--- src/rtl/enc_multi_decoder.sv ---
// ----------------------------------------------------------------------------
// enc_multi_decoder
//   Multi-channel quadrature encoder decoder for Pmod ENC style knobs.
//   Each channel synchronises and debounces its raw A/B pins, decodes the
//   rotation direction in x1 (detent) or x4 (every edge) mode, emits one-cycle
//   cw/ccw/err pulses and keeps a signed position count that wraps or saturates.
//
// Parameters
//   NUM_CH   : number of independent channels (>=1)
//   COUNT_W  : width of each signed position counter (>=2)
//   DEBOUNCE : consecutive stable cycles before a filtered input changes (>=1)
//   MODE     : 0 = x1 (one step per full detent), 1 = x4 (every legal edge)
//   WRAP     : 1 = two's-complement wrap, 0 = saturate at the limits
//
// Ports
//   clk      in   1                system clock, rising edge
//   rst      in   1                asynchronous active-high reset
//   A, B     in   NUM_CH           raw encoder pins, asynchronous to clk
//   clear    in   NUM_CH           synchronous clear of a channel's count
//   dir_cw   out  NUM_CH           one-cycle pulse per clockwise step
//   dir_ccw  out  NUM_CH           one-cycle pulse per counter-clockwise step
//   err      out  NUM_CH           one-cycle pulse when A and B change together
//   count    out  NUM_CH*COUNT_W   signed counts, channel i at [i*COUNT_W +: COUNT_W]
// ----------------------------------------------------------------------------
module enc_multi_decoder #(
   parameter int unsigned NUM_CH   = 2,
   parameter int unsigned COUNT_W  = 8,
   parameter int unsigned DEBOUNCE = 16,
   parameter int unsigned MODE     = 0,
   parameter int unsigned WRAP     = 1
) (
   input  logic                      clk,
   input  logic                      rst,
   input  logic [NUM_CH-1:0]         A,
   input  logic [NUM_CH-1:0]         B,
   input  logic [NUM_CH-1:0]         clear,
   output logic [NUM_CH-1:0]         dir_cw,
   output logic [NUM_CH-1:0]         dir_ccw,
   output logic [NUM_CH-1:0]         err,
   output logic [NUM_CH*COUNT_W-1:0] count
);

   // Debounce counter only has to reach DEBOUNCE-1.
   localparam int unsigned        DB_W    = (DEBOUNCE > 1) ? $clog2(DEBOUNCE) : 1;
   localparam logic [DB_W-1:0]    DB_LAST = DB_W'(DEBOUNCE - 1);
   localparam logic [COUNT_W-1:0] CNT_MAX = {1'b0, {(COUNT_W-1){1'b1}}};
   localparam logic [COUNT_W-1:0] CNT_MIN = {1'b1, {(COUNT_W-1){1'b0}}};
   localparam logic [1:0]         AB_IDLE = 2'b11;

   // Per-channel {A,B} pairs: bit 1 = A, bit 0 = B.
   logic [NUM_CH-1:0][1:0]            sync1_q, sync1_d;
   logic [NUM_CH-1:0][1:0]            sync2_q, sync2_d;
   logic [NUM_CH-1:0][1:0]            filt_q,  filt_d;
   logic [NUM_CH-1:0][1:0][DB_W-1:0]  db_cnt_q, db_cnt_d;
   logic [NUM_CH-1:0][1:0]            prev_q,  prev_d;
   logic [NUM_CH-1:0][2:0]            sub_q,   sub_d;
   logic [NUM_CH-1:0][COUNT_W-1:0]    cnt_q,   cnt_d;
   logic [NUM_CH-1:0]                 cw_q,  cw_d;
   logic [NUM_CH-1:0]                 ccw_q, ccw_d;
   logic [NUM_CH-1:0]                 err_q, err_d;
   logic [NUM_CH-1:0]                 inc_c, dec_c;

   // Position of a Gray state along the CW sequence 11 -> 01 -> 00 -> 10.
   function automatic logic [1:0] gray_pos(input logic [1:0] ab);
      case (ab)
         2'b11:   gray_pos = 2'd0;
         2'b01:   gray_pos = 2'd1;
         2'b00:   gray_pos = 2'd2;
         default: gray_pos = 2'd3;
      endcase
   endfunction

   // Two-stage synchroniser on every raw pin.
   always_comb begin : sync_comb
      sync1_d = sync1_q;
      sync2_d = sync2_q;
      for (int ch = 0; ch < NUM_CH; ch++) begin
         sync1_d[ch] = {A[ch], B[ch]};
         sync2_d[ch] = sync1_q[ch];
      end
   end

   // Per-bit debounce: filtered bit follows only after DEBOUNCE mismatching edges in a row.
   always_comb begin : debounce_comb
      filt_d   = filt_q;
      db_cnt_d = db_cnt_q;
      for (int ch = 0; ch < NUM_CH; ch++) begin
         for (int b = 0; b < 2; b++) begin
            if (sync2_q[ch][b] == filt_q[ch][b]) begin
               db_cnt_d[ch][b] = '0;
            end else if (db_cnt_q[ch][b] == DB_LAST) begin
               filt_d[ch][b]   = sync2_q[ch][b];
               db_cnt_d[ch][b] = '0;
            end else begin
               db_cnt_d[ch][b] = db_cnt_q[ch][b] + DB_W'(1);
            end
         end
      end
   end

   // Direction decode of prev -> filtered state; x1 accumulates sub-steps until 11 is re-entered.
   always_comb begin : decode_comb
      logic [1:0] delta;
      logic [3:0] sum;
      delta  = '0;
      sum    = '0;
      prev_d = filt_q;
      sub_d  = sub_q;
      inc_c  = '0;
      dec_c  = '0;
      err_d  = '0;
      for (int ch = 0; ch < NUM_CH; ch++) begin
         delta = gray_pos(filt_q[ch]) - gray_pos(prev_q[ch]);
         if (delta == 2'd2) begin
            // Both bits moved at once: direction unknown, drop partial progress.
            err_d[ch] = 1'b1;
            sub_d[ch] = '0;
         end else if (delta != 2'd0) begin
            if (MODE != 0) begin
               inc_c[ch] = (delta == 2'd1);
               dec_c[ch] = (delta == 2'd3);
            end else begin
               // Sign-extend to 4 bits so a full detent (+/-4) is representable.
               sum = {sub_q[ch][2], sub_q[ch]} + ((delta == 2'd1) ? 4'b0001 : 4'b1111);
               if (filt_q[ch] == AB_IDLE) begin
                  inc_c[ch] = (sum == 4'b0100);
                  dec_c[ch] = (sum == 4'b1100);
                  sub_d[ch] = '0;
               end else begin
                  sub_d[ch] = sum[2:0];
               end
            end
         end
      end
   end

   // Position counter with wrap/saturate; clear overrides a coincident step.
   always_comb begin : count_comb
      cnt_d = cnt_q;
      cw_d  = inc_c;
      ccw_d = dec_c;
      for (int ch = 0; ch < NUM_CH; ch++) begin
         if (inc_c[ch]) begin
            if ((WRAP != 0) || (cnt_q[ch] != CNT_MAX)) begin
               cnt_d[ch] = cnt_q[ch] + COUNT_W'(1);
            end
         end else if (dec_c[ch]) begin
            if ((WRAP != 0) || (cnt_q[ch] != CNT_MIN)) begin
               cnt_d[ch] = cnt_q[ch] - COUNT_W'(1);
            end
         end
         if (clear[ch]) begin
            cnt_d[ch] = '0;
         end
      end
   end

   // State registers; reset parks every channel at idle 11 with nothing pending.
   always_ff @(posedge clk or posedge rst) begin : state_ff
      if (rst) begin
         sync1_q  <= '1;
         sync2_q  <= '1;
         filt_q   <= '1;
         db_cnt_q <= '0;
         prev_q   <= '1;
         sub_q    <= '0;
         cnt_q    <= '0;
         cw_q     <= '0;
         ccw_q    <= '0;
         err_q    <= '0;
      end else begin
         sync1_q  <= sync1_d;
         sync2_q  <= sync2_d;
         filt_q   <= filt_d;
         db_cnt_q <= db_cnt_d;
         prev_q   <= prev_d;
         sub_q    <= sub_d;
         cnt_q    <= cnt_d;
         cw_q     <= cw_d;
         ccw_q    <= ccw_d;
         err_q    <= err_d;
      end
   end

   assign dir_cw  = cw_q;
   assign dir_ccw = ccw_q;
   assign err     = err_q;
   assign count   = cnt_q;

endmodule

--- config.mk ---
export PLATFORM = sky130hd
export DESIGN_NAME = enc_multi_decoder
export DESIGN_NICKNAME = d
export VERILOG_FILES = /design/src/rtl/enc_multi_decoder.sv
export SDC_FILE = /design/constraint.sdc
export NUM_CORES = 1
export LEC_CHECK = 0
export ABC_AREA = 1
export BUFFER_PORTS_ARGS = -buffer_cell sky130_fd_sc_hd__buf_2
export CAP_MARGIN = 20
export CORE_MARGIN = 2
export CORE_UTILIZATION = 46
export DETAILED_ROUTE_END_ITERATION = 16
export MAX_ROUTING_LAYER = met4
export PLACE_DENSITY = 0.65
export SLEW_MARGIN = 20
export SYNTH_ARGS = -nofsm -noshare
export SYNTH_HDL_FRONTEND = slang
export SYNTH_SLANG_ARGS = --single-unit
--- constraint.sdc ---
create_clock -name clk -period 4.2 [get_ports clk]
set_input_delay 0.21 -clock clk [delete_from_list [all_inputs] [get_ports clk]]
set_output_delay 0.21 -clock clk [all_outputs]
set_load 0.01 [all_outputs]
==> metrics.csv <==
metric,value,unit
top_usage_layer,met2,
drv_slew,0,
ctsHtreeMaxLevel,3,
status,"complete, no violations",
grt_pass1_vias,2542,
power_density,400.3,nW/um2
hpwlAfterDp,4.422,mm
drtIter0Drc,81,
cts_buffer_depth,2,
dr.pass1.iters,4,
crit_required,4440,ps
wl_per_cell,11.00,um
synth_top_area_cell,dfrtp_1,
fin_skew,6.910,ps
syn_nets,445,
synthArstFlopShare,100.0,%
clkLatencyLatePin,340,ps
cts.sinks,60,
min_period_over_period,92.15,%
slowest_stage,dfstp_2,
boundaryPins,30,
root_buffer,clkbuf_8,
cap_viol_max_count,0,
fin_setup_tns,0,ps
diodes,0,
worst_pin_slew,584.3,ps
post_cts_buffers,0,
viasPerCell,4.685,
antenna_found_initial,0,
synth_top_area_share,30.91,%
path_max_fanout,11,
syn2layout_area_growth,15.21,%
place_congestion,0.8538,
drc,0,
ir_drop,0.1916,mV
cp_cell_sequence,inv_1 -> ha_1 -> inv_1 -> ha_1 -> xor2_1 -> nand2_1 -> nand2_1 -> nor2_2 -> inv_1 -> ha_1 -> ha_1 -> nand3_4 -> nor2_8 -> nand2_4 -> ha_1 -> a21o_1 -> nand2_1 -> nand3_1 -> or2_2 -> nand3_1 -> nand2_1,
detail-route-antenna-nets,0,
rows,32,
synth.distinct_cells,25,
critPathBufInv,3,
post-route-util,53.95,%
syn_inst,397,
cts_tree,done,
final_nets,491,
cp_common_cell,ha_1,
finalWirelength,6.050,mm
maxSlewHeadroom,61.05,%
timing.fmax,0.2584,GHz
critPathMaxStageDelay,570,ps
yosys_warnings,0,
die_area,8464,um2
grt.met3_usage,4.108,%
setup_viol,0,
ys_seq_area_share,42.71,%
syn_area_per_cell,8.973,um2
cp-start-kind,flop,
rsz0062_at_grt,false,
netlist_area,3562,um2
crit_type,reg2reg,
crit_family,adder cells,
ys_ff_latch,60,
io_buffer_count,29,
final.min_clock_period,3870,ps
synth.top_cells.by_count,"79 x nand2_1, 60 x inv_1, 44 x dfrtp_1, 36 x ha_1, 36 x nor2_1",
grt_pass1_wl,10.90,mm
fp.coreArea,7607,um2
start_util,46.83,%
grt_max_degree,49,
globalRouteTotalUtil,16.57,%
numCtsBuffers,9,
die_x,92,um
leakage,2.180,nW
end_kind,flop,
gr-total-overflow,0,
hp-class,in2reg,
cp.arrival,4110,ps
synth_flop_cell,dfrtp_1,
synth.area.top_cells,"dfrtp_1 31%, ha_1 13%, dfstp_2 12%, nand2_1 8.3%, inv_1 6.3%",
use_met1,20.88,%
synth_most_common_cell,nand2_1,
clk_pin_slew,80,ps
layout-drive-gt1-share,20.98,%
synth_edf_count,0,
vias,2577,
hold_viol,0,
met2_usage,25.86,%
die_h,92,um
## repair_timing
item	4_1_cts	5_1_grt
resized for setup	0	1
endpoints found under the hold margin	16	0
setup endpoints to repair	0	1
hold buffers	5	0
## tightest hold or removal path: stages
cell	delay, ps
buf_2	110
a21oi_4	50
nand2_1	60
nand2_1	40
## metal layers
layer  part of all wire [%]  routed length (um)  vias up
met4                    1.4                  82        0
met1                     50                2997     1193
met2                     46                2779       28
li1                       -                   -     1347
met3                    3.1                 190        9
met5                      0                   0        -
## per-stage QoR
step	instance area, um2	power [mW]	hold WS [ps]	worst slack (ps)	cells
after floorplan	3562	1.015	214.5	591.0	397
after global placement	3842	1.093	174.9	355.8	529
after detailed placement	3842	1.104	176.6	317.5	529
after CTS	4101	1.664	147.5	279.9	550
after global routing	4104	1.770	174.3	7.636	550
final	4104	1.643	162.7	329.9	550
## layout by cell type, fill, tap and decap left out, types with 4 or more instances in the layout
cell type      synthesis  final
a21oi_1               14     14
buf_2                  0     29
clkbuf_8               0     10
dfrtp_1               44     44
dfstp_2               16     16
dlygate4sd3_1          0      5
fa_1                   4      4
ha_1                  36     36
inv_1                 60     59
inv_2                  5      6
nand2_1               79     79
nand2_2                9      9
nand2_4                4      4
nand3_1               32     32
nand3_4                4      4
nand4_1                5      5
nor2_1                36     35
o21ai_0                6      6
o21ai_1                8      8
xnor2_1               12     12
xor2_1                10     10
## where the power goes
group	leakage (nW)	internal, mW	switching, mW
registers	0.761	0.622	0.0316
logic	1.32	0.172	0.270
clock network	0.0995	0.295	0.253
## worst paths after layout
path / from / end / slack (ps) / depth (start not counted)
hold / removal: clear[0] / count[5]$_DFFE_PP0P_ / 160 / 4
setup / recovery: filt_q[0]$_DFFE_PP1P_ / count[6]$_DFFE_PP0P_ / 330 / 21
hold reg to reg: sync1_q[1]$_DFF_PP1_ / sync2_q[1]$_DFF_PP1_ / 350 / 0
setup reg to reg: filt_q[0]$_DFFE_PP1P_ / count[6]$_DFFE_PP0P_ / 330 / 21
max in group asynchronous: rst / err[1]$_DFF_PP0_ / 2970 / 4
min in group asynchronous: rst / count[3]$_DFFE_PP0P_ / 350 / 3
## kinds of logic (layout without fill, tap and decap cells)
kind of cell / after synthesis / in the layout / share of synthesized area, %
and+or+nand+nor: 176 / 176 / 24.52
buffers and inverters: 65 / 116 / 6.849
DFF: 60 / 60 / 42.71
adders and majority gates: 40 / 40 / 14.89
AOI/OAI and AO/OA: 34 / 34 / 5.620
xor gates and xnor gates: 22 / 22 / 5.409
## layout make-up
| cell class | count | area, um2 |
|---|---|---|
| inverters | 65 | 244.0 |
| multi-input cells | 272 | 1799 |
| clock inverters | 6 | 71.32 |
| repair buffers | 35 | 202.7 |
| fillers | 690 | 3503 |
| flip-flops and latches | 60 | 1521 |
| well taps | 102 | 127.6 |
| clock buffers | 10 | 137.6 |
## flip-flops by register name, summed over array words and instances (netlist names), 4 cells and up
signal / cells
count: 16
prev_q: 4
sync2_q: 4
sub_q: 6
sync1_q: 4
filt_q: 4
db_cnt_q: 16
No activity file was read; power rests on OpenSTA's default activity.
